--- src/rtl/root_reconstruct.sv ---
// Shift-add squarer rebuilding d = q*q + r one multiplier bit per clock; ready pulses QW cycles after load.
// No backpressure: load is accepted in any state and restarts the operation.
module root_reconstruct #(
    parameter int QW = 16,
    parameter int CW = 4
) (
    input  logic            clk,
    input  logic            clrn,
    input  logic [QW-1:0]   q,
    input  logic [QW:0]     r,
    input  logic            load,
    output logic [2*QW-1:0] d,
    output logic            ovf,
    output logic            err,
    output logic            busy,
    output logic            ready,
    output logic [CW-1:0]   count
);
    localparam int AW = 2*QW + 1;

    typedef enum logic {
        IDLE = 1'b0,
        RUN  = 1'b1
    } state_t;

    state_t          r_state;
    state_t          w_state_next;
    logic [QW-1:0]   r_q;
    logic [QW-1:0]   r_mplr;
    logic [AW-1:0]   r_acc;
    logic [AW-1:0]   w_addend;
    logic [AW-1:0]   w_acc_next;
    logic            w_last;

    // Partial product for the current bit; the accumulator is one bit wider than d so the add never truncates.
    assign w_addend   = {{(QW+1){1'b0}}, r_q} << count;
    assign w_acc_next = r_mplr[0] ? (r_acc + w_addend) : r_acc;

    always_comb begin
        w_state_next = r_state;
        w_last       = 1'b0;
        if (load) begin
            w_state_next = RUN;
        end else if (r_state == RUN && count == CW'(QW-1)) begin
            w_state_next = IDLE;
            w_last       = 1'b1;
        end
    end

    always_ff @(posedge clk or negedge clrn) begin
        if (!clrn) begin
            r_state <= IDLE;
        end else begin
            r_state <= w_state_next;
        end
    end

    always_ff @(posedge clk or negedge clrn) begin
        if (!clrn) begin
            r_q    <= '0;
            r_mplr <= '0;
            r_acc  <= '0;
            d      <= '0;
            ovf    <= 1'b0;
            err    <= 1'b0;
            busy   <= 1'b0;
            ready  <= 1'b0;
            count  <= '0;
        end else if (load) begin
            r_q    <= q;
            r_mplr <= q;
            r_acc  <= {{QW{1'b0}}, r};
            err    <= (r > {q, 1'b0});
            ovf    <= 1'b0;
            count  <= '0;
            busy   <= 1'b1;
            ready  <= 1'b0;
        end else if (r_state == RUN) begin
            r_acc  <= w_acc_next;
            r_mplr <= r_mplr >> 1;
            count  <= count + 1'b1;
            ready  <= 1'b0;
            if (w_last) begin
                d     <= w_acc_next[2*QW-1:0];
                ovf   <= w_acc_next[2*QW];
                busy  <= 1'b0;
                ready <= 1'b1;
            end
        end else begin
            ready <= 1'b0;
        end
    end

endmodule
--- config.mk ---
export PLATFORM = sky130hd
export DESIGN_NAME = root_reconstruct
export DESIGN_NICKNAME = d
export VERILOG_FILES = /design/src/rtl/root_reconstruct.sv
export SDC_FILE = /design/constraint.sdc
export NUM_CORES = 1
export LEC_CHECK = 0
export BUFFER_PORTS_ARGS = -buffer_cell sky130_fd_sc_hd__buf_2
export CORE_MARGIN = 3
export CORE_UTILIZATION = 58
export DETAILED_ROUTE_END_ITERATION = 8
export PLACE_DENSITY = 0.77
export SYNTH_ARGS = -nofsm -noshare
export SYNTH_HDL_FRONTEND = slang
export SYNTH_SLANG_ARGS = --single-unit
export TNS_END_PERCENT = 100
--- constraint.sdc ---
create_clock -name clk -period 4.15 [get_ports clk]
set_clock_uncertainty 0.1 [all_clocks]
set_input_delay 0.2075 -clock clk [delete_from_list [all_inputs] [get_ports clk]]
set_output_delay 0.2075 -clock clk [all_outputs]
set_load 0.01 [all_outputs]
======== After elaboration in Yosys (flattened, before gate mapping) ========
Index checks and enable logic that the tools add are counted.
W data, S select, Z words.
word-level totals
  register bits after elaboration ......... 106
  input bits .............................. 36
operators by class
  equality and inequality tests ........... 1
  reductions and logical operators ........ 6
  bitwise gates (word level) .............. 1
  shift-type cells ........................ 1
  add/sub/neg operators ................... 2
  $lt $le $gt $ge ......................... 1
  mux-type cells .......................... 20
operators with widths
  operator               count
  $mux W33               3
  $add A33 B33 Y33       1
  $shl A16 B4 Y33        1
  $mux W16               2
  $gt A17 B17 Y1         1
  $mux W1                13
  $mux W4                2
  $reduce_bool A2 Y1     3
  $add A4 B1 Y4 const B  1
  $eq A4 B4 Y1 const B   1
  $reduce_and A3 Y1      1
  $reduce_and A2 Y1      1
  $logic_and A1 B1 Y1    1
  $not A1 Y1             1

======== Depth between registers and ports, before layout ========
Gate-level depths: netlist of the first run.
  depth after elaboration ................. 7
  gate-level depth with buffers ........... 19
  depth with buffers taken out ............ 17

======== Least setup slack after synthesis of the first run ========
OpenSTA, ideal clock, no wires.
  path type ............................... register to register
  from .................................... register count[0]
  to ...................................... register d[31]
  data required time ...................... 3,919 ps
  slack ................................... 389 ps
  data arrival time ....................... 3,530 ps
  buffers on the path ..................... 3
  stages on the path, launching flop included .. 18
  setup time .............................. 131 ps
  path through ............................ dfrtp_1 buf_2 clkbuf_1 buf_1 nor2_1 nand3_1 a21boi_0 nor2_1 ha_1 a21oi_1 o211ai_2 and3_4 o21bai_4 a211oi_1 or4_1 nand3_1 xor2_1 o21ai_1
on the way
  longest elaborated chain between the ends .. 5
  elaborated cells between the ends (all ways) .. 8
RTL lines
  item                                                      line  text
  start, declared                                           17    output logic [CW-1:0] count
  start signal, assigned                                    81    count <= count + 1'b1;
  branches (longest 5 deep; another with $add A33 B33 Y33)  --
  end signal, assigned                                      84    d <= w_acc_next[2*QW-1:0];
  end, declared                                             12    output logic [2*QW-1:0] d,
Parallel ways; which one is timed is not known.
A chain may end at the register's enable or synchronous reset.

======== Worst setup path after layout of the first run ========
  from .................................... register count[1]
  to ...................................... register d[31]
Same word-level chain as after synthesis.

==> run metrics, run 1 <==
CTS Buffer Depth 2; CP bufs+invs 1; Synth Area in XOR/XNOR 0.0390; Skew-Pair Late Insertion Delay between 300 and 400 ps; Hold Path Class input pin to flip-flop; minimum clock period approximately 3800 ps; # fillers roughly 1,100; die width between 100 and 150 um; simple-gate share of the synthesized area 0.153; setup bufs post-CTS 0; 1st-pass router iterations 5; Initial Utilization 0.604; TritonCTS Buffers 9; Yosys top cell area share 0.358; Die Area between 10,000 and 15,000 um^2; routed len/inst approximately 17 um; normalized max-slew margin 0.327; Critical-path top delay cell or4_1; asr flop ratio synth 1.00; via count around 6,400; Synth Instances between 800 and 900; Critical Path AT 3920 ps; Fin. Hold Viols 0; top layer in use met4; CTS HTree Levels 3; CP dominant cell by count nor2_1; status finished clean; top_reg_cell synth dfrtp_1; Area Growth Syn to Fin 11.9%; most frequent cell after synthesis nand2_1; antenna viol nets, final 0; core area approximately 12,000 um^2; Cell Area, Synth 7400 um^2; top cells by area, synth dfrtp_1, ha_1, mux2i_1; crit path cell chain buf_12, mux2i_1, nor2_1, a31oi_2, nor2_1, a21oi_1, nor2_1, ha_1, a21oi_1, o211ai_2, and3_4, o21bai_4, a211oi_1, or4_1, nand3_1, xor2_1, o21ai_1; CTS Sinks about 110; first-pass GRT wire length roughly 30 mm; pwr/cell area about 400 nW/um^2; hold_ws between 7 and 8 ps; port bufs 75; # IOs 76; # setup viols final 0; fmax around 260 MHz; reg-to-reg slack, setup ~330 ps; grt total ovfl 0; WL final 18.5 mm; Max stage delay on crit path about 550 ps; leading area contributor after synthesis dfrtp_1; Via density just under 6; unrepaired setup endpoints after global routing false; Seq/Total Area, Yosys 0.358; delay-heaviest family, CP simple AND/OR/NAND/NOR gates; layout cell share with drive strength beyond 1 0.137; All-Layer GR Usage 0.268; initial antenna violation count 1; post-synthesis compound-gate area fraction 0.218; vias in the first global route around 5,900; die height about 120 um; static leakage 4.10 nW; Placer Congestion roughly 0.93; clock-pin transition on the worst setup and hold timing paths roughly 70 ps; EDFF count, synth 0; largest family of logic cells by synthesized area compound AO/OA/AOI/OAI gates; CP required about 4300 ps; multiplexer share of the synthesized area 0.0994; synthesized flop and latch total 106; nets approximately 1,000; critical path type flip-flop to flip-flop; Rows 40; DR iter-0 viols around 480; hpwl dp 14.0 mm; CTS tree yes; Ys Warns 0; Root Driver clkbuf_16; Period Utilization, post-route 0.921; maxcap violations 0; Multi-input gate area between 4000 and 5000 um^2; Syn Nets 960; Post-Synth Adder-Cell Area 0.0838; largest net degree at the start of global routing ~110; WL met2 roughly 8.1 mm; Slew @ Worst Pin 1010 ps; most frequent cells after synthesis nand2_1, dfrtp_1, o21ai_0; register area between 2000 and 3000 um^2; crit path launch type flip-flop; Setup TNS 0 ps; Avg Inst Size Synth between 8 and 9 um^2; fin util 0.676; peak supply drop about 0.2 mV; fin. max-slew vios 0; total length of routed met3 wires between 1 and 1.5 mm; CP Capture Type flip-flop; unique cell type count in the Yosys netlist 59; maximum fanout along the worst path 29; # DRC 0; Metal-1 WL 8.89 mm
==> logic make-up after synthesis <==
| logic type | Yosys count |
|---|---|
| AO/OA/AOI/OAI | 263 |
| AND/OR/NAND/NOR | 263 |
| flip-flops | 106 |
| buffers and inverters | 94 |
| multiplexers | 67 |
| adder cells (fa/ha/maj) | 49 |
| XOR/XNOR | 33 |
==> routing by layer <==
metal / up-vias / GRT usage
li1: 3192 / -
met1: 2986 / 0.400
met2: 187 / 0.397
met3: 31 / 0.0394
met4: 0 / 0.0956
met5: - / 0
==> what timing repair did <==
item / 4_1_cts / 5_1_grt
setup endpoints to repair: 0 / 14
gates resized for setup: 0 / 4
hold endpoints to repair: 13 / 0
hold buffers: 5 / 0
==> stage by stage <==
stage / worst slack [ps] / power (W) / cells / cell area (um^2)
2_1_floorplan: 389 / 0.00216 / 875 / 7400
3_3_place_gp: 311 / 0.00246 / 1083 / 7930
3_5_place_dp: 245 / 0.00248 / 1083 / 7930
4_1_cts: 233 / 0.00335 / 1104 / 8270
5_1_grt: 9.90 / 0.00356 / 1104 / 8280
6_report: 328 / 0.00335 / 1105 / 8290
==> final cells by class <==
cell class | instances | area share
Clock inverter | 2 | 0.00423
Multi-Input combinational cell | 675 | 0.531
Clock buffer | 14 | 0.0319
Tap cell | 168 | 0.0254
Inverter | 44 | 0.0199
Timing Repair Buffer | 95 | 0.0667
Sequential cell | 106 | 0.321
Antenna cell | 1 | 0.000302
==> flip-flops by register name, summed over array words and instances (netlist names), 4 cells and up <==
signal,cells
r_mplr,16
r_q,16
count,4
r_acc,33
d,32
==> layout by cell type (no fill, tap or decap), types with 2 or more instances in the layout <==
cell / Yosys / layout
a2111oi_0: 2 / 2
a211oi_1: 11 / 11
a211oi_2: 2 / 2
a21o_1: 25 / 25
a21oi_1: 62 / 62
a221oi_2: 2 / 2
a31oi_1: 7 / 6
and2_1: 6 / 6
and3_1: 2 / 2
buf_2: 2 / 74
buf_4: 1 / 15
clkbuf_1: 37 / 3
clkbuf_16: 0 / 9
clkbuf_8: 0 / 2
dfrtp_1: 106 / 103
dfrtp_2: 0 / 3
dlygate4sd3_1: 0 / 5
ha_1: 48 / 48
inv_1: 44 / 44
mux2_2: 2 / 2
mux2i_1: 60 / 60
mux4_2: 5 / 5
nand2_1: 140 / 140
nand2b_1: 7 / 7
nand3_1: 16 / 16
nand4_1: 7 / 7
nor2_1: 61 / 61
nor2b_1: 7 / 7
nor3_1: 7 / 7
o2111ai_1: 2 / 2
o211a_1: 2 / 2
o211ai_1: 3 / 3
o21a_1: 11 / 11
o21ai_0: 96 / 95
o21ai_1: 14 / 15
o21bai_1: 7 / 7
o22ai_1: 4 / 4
o31ai_1: 2 / 2
xnor2_1: 20 / 20
xor2_1: 13 / 13
==> report_power, final <==
part,switching [W],internal [W]
clock network,0.000364,0.000501
registers,0.0000826,0.00113
logic,0.000740,0.000530
==> worst min-delay path, stage by stage <==
cell and delay [ps]:
buf_2 90, nand2_1 60, o21ai_0 60
==> worst paths after layout <==
path / from / endpoint / cells past startpoint
setup / recovery: count[1] / d[31] / 17
max in group asynchronous: clrn / count[1] / 3
min in group asynchronous: clrn / d[0] / 2
hold reg to reg: d[10] / d[10] / 2
hold / removal: q[7] / r_q[7] / 3
setup reg to reg: count[1] / d[31] / 17
No activity file was read; power rests on OpenSTA's default activity.
==> run 2: changes to the inputs <==
- CAP_MARGIN: not set -> 20
- CTS_BUF_LIST: not set -> sky130_fd_sc_hd__clkbuf_2 sky130_fd_sc_hd__clkbuf_4 sky130_fd_sc_hd__clkbuf_8
- SETUP_SLACK_MARGIN: not set -> 0.4
==> run 2 against run 1 <==
Effect of this change:
- sequential power about the same
- die area stayed put
- flip-flop and latch count stayed put
- clock-buffer cell count decreased by 5
- cell area is 7.9% higher
- cell count up 3.9%
- critical path type unchanged
- largest power group unchanged
- highest routed layer unchanged
==> run metrics, run 2 (synthesis results as in run 1) <==
Die Area 14,200 um^2 (unchanged); sink of the worst hold path r_acc[6] (was r_q[7]); normalized max-slew margin 0.339 (was 0.327); # fillers 919 (was 1,061); clock-pin transition on the worst setup and hold timing paths 100 ps (was 70 ps); Root Driver clkbuf_8 (was clkbuf_16); Reg-to-Reg End ovf (was d[31]); Period Utilization, post-route 0.885 (was 0.921); port bufs 75 (unchanged); most common cell after layout, fill and taps aside nand2_1 (unchanged); All-Layer GR Usage 0.275 (was 0.268); die height 119 um (unchanged); CTS tree yes (unchanged); crit path launch count[0] (was count[1]); WL final 20.1 mm (was 18.5 mm); largest net degree at the start of global routing 108 (unchanged); Via density 5.85 (was 5.79); static leakage 4.33 nW (was 4.10 nW); pwr/cell area 382 nW/um^2 (was 404 nW/um^2); unrepaired setup endpoints after global routing true (was false); Placer Congestion 0.955 (was 0.931); reg2reg path depth 14 (was 17); peak supply drop 0.262 mV (was 0.201 mV); # DRC 0 (unchanged); leading cell types in the layout, fill and taps excluded nand2_1, dfrtp_1, o21ai_0, buf_2, nor2_1 (was nand2_1, dfrtp_1, o21ai_0, buf_2, a21oi_1); CP required 4290 ps (was 4250 ps); CTS Sinks 106 (unchanged); Setup TNS 0 ps (unchanged); Initial Utilization 0.604 (unchanged); Top Registers r_acc x33, d x32 (unchanged); FF-to-FF Start count[0] (was count[1]); crit path launch type flip-flop (unchanged); 1st-pass router iterations 5 (unchanged); via count 6,712 (was 6,396); Fin. Hold Viols 0 (unchanged); fmax 272 MHz (was 262 MHz); max reg flops 33 (unchanged); pre-CTS setup slack 266 ps (was 245 ps); Hold Path Class input pin to flip-flop (unchanged); number of diodes 0 (was 1); Critical Path AT 3810 ps (was 3920 ps); Skew-Pair Late Insertion Delay 390 ps (was 350 ps); core area 12,300 um^2 (unchanged); final setup margin 479 ps (was 328 ps); CTS Buffer Depth 2 (unchanged); # setup viols final 0 (unchanged); vias in the first global route 6,107 (was 5,931); register area 2660 um^2 (unchanged); TritonCTS Buffers 9 (unchanged); initial antenna violation count 0 (was 1); CTS HTree Levels 3 (unchanged); Slew @ Worst Pin 992 ps (was 1010 ps); DR iter-0 viols 510 (was 476); nets 1,060 (was 1,016); hpwl dp 13.9 mm (was 14.0 mm); Multi-input gate area 4720 um^2 (was 4400 um^2); worst hold path cell count 3 (unchanged); grt total ovfl 0 (unchanged); fin. max-slew vios 0 (unchanged); Hold Crit Start r[6] (was q[7]); Most flops, register r_acc (unchanged); minimum clock period 3670 ps (was 3820 ps); reg-to-reg slack, setup 480 ps (was 330 ps); CP Capture Type flip-flop (unchanged); maxcap violations 0 (unchanged); die width 119 um (unchanged); critical path type flip-flop to flip-flop (unchanged); antenna viol nets, final 0 (unchanged); Area Growth Syn to Fin 20.7% (was 11.9%); layout cell share with drive strength beyond 1 0.216 (was 0.137); status finished clean (unchanged); # IOs 76 (unchanged); routed len/inst 17.5 um (was 16.7 um); first-pass GRT wire length 31.4 mm (was 30.3 mm); maximum fanout along the worst path 7 (was 29); Rows 40 (unchanged)
run 2: critical path: stages (launching register included):
cell and delay, ps:
dfrtp_2 500, mux4_2 550, buf_4 150, mux2i_2 190
o22ai_1 110, ha_2 390, nand3_2 100, a211o_1 310
a21oi_2 150, nand3b_1 170, and2_4 230, a41oi_2 140
nand3_1 120, xor2_1 220, a211oi_2 80
run 2: per-stage QoR:
step | util | power [W] | cell area [um^2] | hold WS, ps | std cells
final | 0.729 | 0.00341 | 8940 | 31.3 | 1148
after global routing | 0.729 | 0.00362 | 8940 | 23.6 | 1148
after detailed placement | 0.646 | 0.00249 | 7920 | 325 | 1082
after CTS | 0.690 | 0.00315 | 8460 | 12.2 | 1132
after floorplan | - | 0.00216 | 7410 | -188 | 875
after global placement | 0.646 | 0.00246 | 7920 | 327 | 1082
run 2: area by class of cell:
class                      count  share of cell area
clock buffer                   9              0.0139
clock inverter                 7             0.00784
multi-input combinational    675               0.528
sequential                   106               0.297
inverter                      44              0.0185
timing repair buffer         139               0.111
tap                          168              0.0235
run 2: how the worst max path moves through the flow:
stage	depth (start not counted)	slack, ps	endpoint
detailed placement	14	270	d[29]
global route	16	260	ovf
finish	14	480	ovf
CTS	17	400	d[31]
global placement	14	330	d[29]
floorplan	17	490	d[31]
run 2: what timing repair did:
| item | 4_1_cts | 5_1_grt |
|---|---|---|
| pin swaps | 2 | 37 |
| endpoints found under the setup margin | 15 | 35 |
| resized for setup | 6 | 81 |
| gates cloned | 0 | 2 |
| hold endpoints to repair | 120 | 0 |
| setup buffers | 4 | 14 |
| hold buffers | 30 | 0 |
run 2: routing by layer:
metal	global-route usage	up-vias	share of wire
met5	0	-	0
met4	0.0587	0	0.018
met3	0.0627	24	0.059
met2	0.420	234	0.47
met1	0.401	3190	0.46
li1	-	3264	-
run 2: power breakdown:
| part | internal (W) | switching (W) |
|---|---|---|
| Sequential | 0.00113 | 0.0000948 |
| Clock | 0.000278 | 0.000355 |
| Combinational | 0.000691 | 0.000861 |
| Total | 0.00210 | 0.00131 |
==> run 3: changes to the inputs <==
- CORE_UTILIZATION: 58 -> 45
- PLACE_DENSITY: 0.77 -> 0.62
==> run 3 against run 2 <==
Effect of this change:
- cell count increased by 4.9%
- combinational power up 3%
- flip-flop and latch count unchanged
- clock power rose by 27%
- cell area increased by 2.5%
- hold slack gained 11 ps
- first-iteration DRC count shrank 13%
- sequential share of layout area down 0.72 points
==> run metrics, run 3 (synthesis results as in run 1) <==
Multi-input gate area 4770 um^2 (was 4720 um^2); number of diodes 0 (unchanged); Initial Utilization 0.463 (was 0.604); routed len/inst 17.1 um (was 17.5 um); die height 134 um (was 119 um); Critical-path top delay cell dfrtp_2 (was mux4_2); TritonCTS Buffers 9 (unchanged); static leakage 4.39 nW (was 4.33 nW); hpwl dp 14.8 mm (was 13.9 mm); normalized max-slew margin 0.343 (was 0.339); register area 2660 um^2 (unchanged); Critical Path AT 3850 ps (was 3810 ps); nets 1,068 (was 1,060); grt total ovfl 0 (unchanged); largest net degree at the start of global routing 108 (unchanged); pwr/cell area 395 nW/um^2 (was 382 nW/um^2); core area 16,000 um^2 (was 12,300 um^2); # setup viols final 0 (unchanged); port bufs 75 (unchanged); CTS tree yes (unchanged); status finished clean (unchanged); WL final 20.6 mm (was 20.1 mm); Fin. Hold Viols 0 (unchanged); # DRC 0 (unchanged); hold_ws 42.5 ps (was 31.3 ps); FF-to-FF Start count[1] (was count[0]); CP required 4330 ps (was 4290 ps); delay-heaviest family, CP compound AO/OA/AOI/OAI gates (unchanged); fin. max-slew vios 0 (unchanged); max reg flops 33 (unchanged); Skew-Pair Late Insertion Delay 380 ps (was 390 ps); maximum fanout along the worst path 8 (was 7); # fillers 1,486 (was 919); most common cell after layout, fill and taps aside nand2_1 (unchanged); # IOs 76 (unchanged); crit path launch count[1] (was count[0]); CP Capture Type flip-flop (unchanged); clock-pin transition on the worst setup and hold timing paths 100 ps (about the same); Rows 46 (was 40); Die Area 18,000 um^2 (was 14,200 um^2); initial antenna violation count 0 (unchanged); crit path cell chain clkbuf_16, o21ai_2, nor2_1, a21oi_2, a21boi_2, nor2_2, ha_4, a21o_1, a221oi_4, o211ai_1, and2_1, o21bai_1, a21oi_1, xnor2_1, a211oi_2, a21o_1 (was mux4_2, buf_4, mux2i_2, o22ai_1, ha_2, nand3_2, a211o_1, a21oi_2, nand3b_1, and2_4, a41oi_2, nand3_1, xor2_1, a211oi_2); CP dominant cell by count a21o_1; minimum clock period 3660 ps (was 3670 ps); critical path type flip-flop to flip-flop (unchanged); unrepaired setup endpoints after global routing true (unchanged); maxcap violations 0 (unchanged); pre-CTS setup slack 222 ps (was 266 ps); 1st-pass router iterations 5 (unchanged); leading cell types in the layout, fill and taps excluded nand2_1, dfrtp_1, o21ai_0, buf_2, nor2_1 (unchanged); crit path launch type flip-flop (unchanged); Root Driver clkbuf_8 (unchanged); CTS Buffer Depth 2 (unchanged); Hold Crit Start r[5] (was r[6]); Most flops, register r_acc (unchanged); first-pass GRT wire length 32.7 mm (was 31.4 mm); vias in the first global route 6,126 (was 6,107); fin util 0.573 (was 0.729); Setup TNS 0 ps (unchanged); CP bufs+invs 1 (unchanged); die width 134 um (was 119 um); CTS HTree Levels 3 (unchanged); Via density 5.49 (was 5.85); Period Utilization, post-route 0.883 (was 0.885); final setup margin 487 ps (was 479 ps); fmax 273 MHz (was 272 MHz); Area Growth Syn to Fin 23.7% (was 20.7%); via count 6,606 (was 6,712); All-Layer GR Usage 0.226 (was 0.275); peak supply drop 0.215 mV (was 0.262 mV); Top Registers r_acc x33, d x32 (unchanged); Slew @ Worst Pin 986 ps (was 992 ps); Max stage delay on crit path 490 ps (was 550 ps); Hold Path Class input pin to flip-flop (unchanged); CTS Sinks 106 (unchanged); antenna viol nets, final 0 (unchanged); Placer Congestion 0.959 (was 0.955); DR iter-0 viols 443 (was 510); layout cell share with drive strength beyond 1 0.230 (was 0.216)
run 3: path summary, 6_finish.rpt:
check	to	slack, ps	depth (start not counted)
max in group asynchronous	count[0]	2790	3
worst max-delay path	d[22]	490	16
worst min-delay path	r_acc[5]	40	3
worst min register to register	d[10]	370	2
worst max register to register	d[22]	490	16
min in group asynchronous	d[6]	230	2
run 3: where the power goes:
group / leakage [nW] / total (W) / switching (W) / internal (W)
sequential: 1.30 / 0.00123 / 0.0000976 / 0.00113
combinational: 2.96 / 0.00159 / 0.000851 / 0.000735
clock: 0.126 / 0.000803 / 0.000362 / 0.000441
run 3: cell type report:
type | count | share of cell area
timing repair buffer | 147 | 0.113
tap | 216 | 0.0295
clock buffer | 12 | 0.0173
clock inverter | 4 | 0.0107
multi-input combinational | 675 | 0.521
inverter | 44 | 0.0184
sequential | 106 | 0.290
run 3: through the flow:
| stage | cells | area, um^2 | total power (W) |
|---|---|---|---|
| 2_1_floorplan | 875 | 7410 | 0.00216 |
| 3_3_place_gp | 1133 | 8000 | 0.00249 |
| 3_5_place_dp | 1133 | 8000 | 0.00249 |
| 4_1_cts | 1183 | 8690 | 0.00339 |
| 5_1_grt | 1204 | 9160 | 0.00385 |
| 6_report | 1204 | 9160 | 0.00362 |
run 3: worst register-to-register path, stage by stage, from the launching register on:
cell and delay [ps]:
dfrtp_2 490, clkbuf_16 190, o21ai_2 180, nor2_1 70, a21oi_2 200, a21boi_2 100
nor2_2 220, ha_4 260, a21o_1 210, a221oi_4 320, o211ai_1 170, and2_1 190
o21bai_1 190, a21oi_1 140, xnor2_1 250, a211oi_2 120, a21o_1 180
run 3: timing repair:
item | CTS | global route
cloned | 1 | 1
pin swaps | 10 | 43
setup endpoints to repair | 22 | 35
hold buffers | 28 | 0
endpoints found under the hold margin | 75 | 0
buffers inserted | 5 | 20
gates resized for setup | 24 | 71
run 3: per-layer routing:
| metal | part of all wire | GRT usage | vias to the layer above |
|---|---|---|---|
| met5 | 0 | 0 | - |
| met4 | 0.018 | 0.0713 | 0 |
| met3 | 0.045 | 0.0229 | 25 |
| met2 | 0.44 | 0.336 | 173 |
| met1 | 0.49 | 0.346 | 3125 |
| li1 | - | - | 3283 |
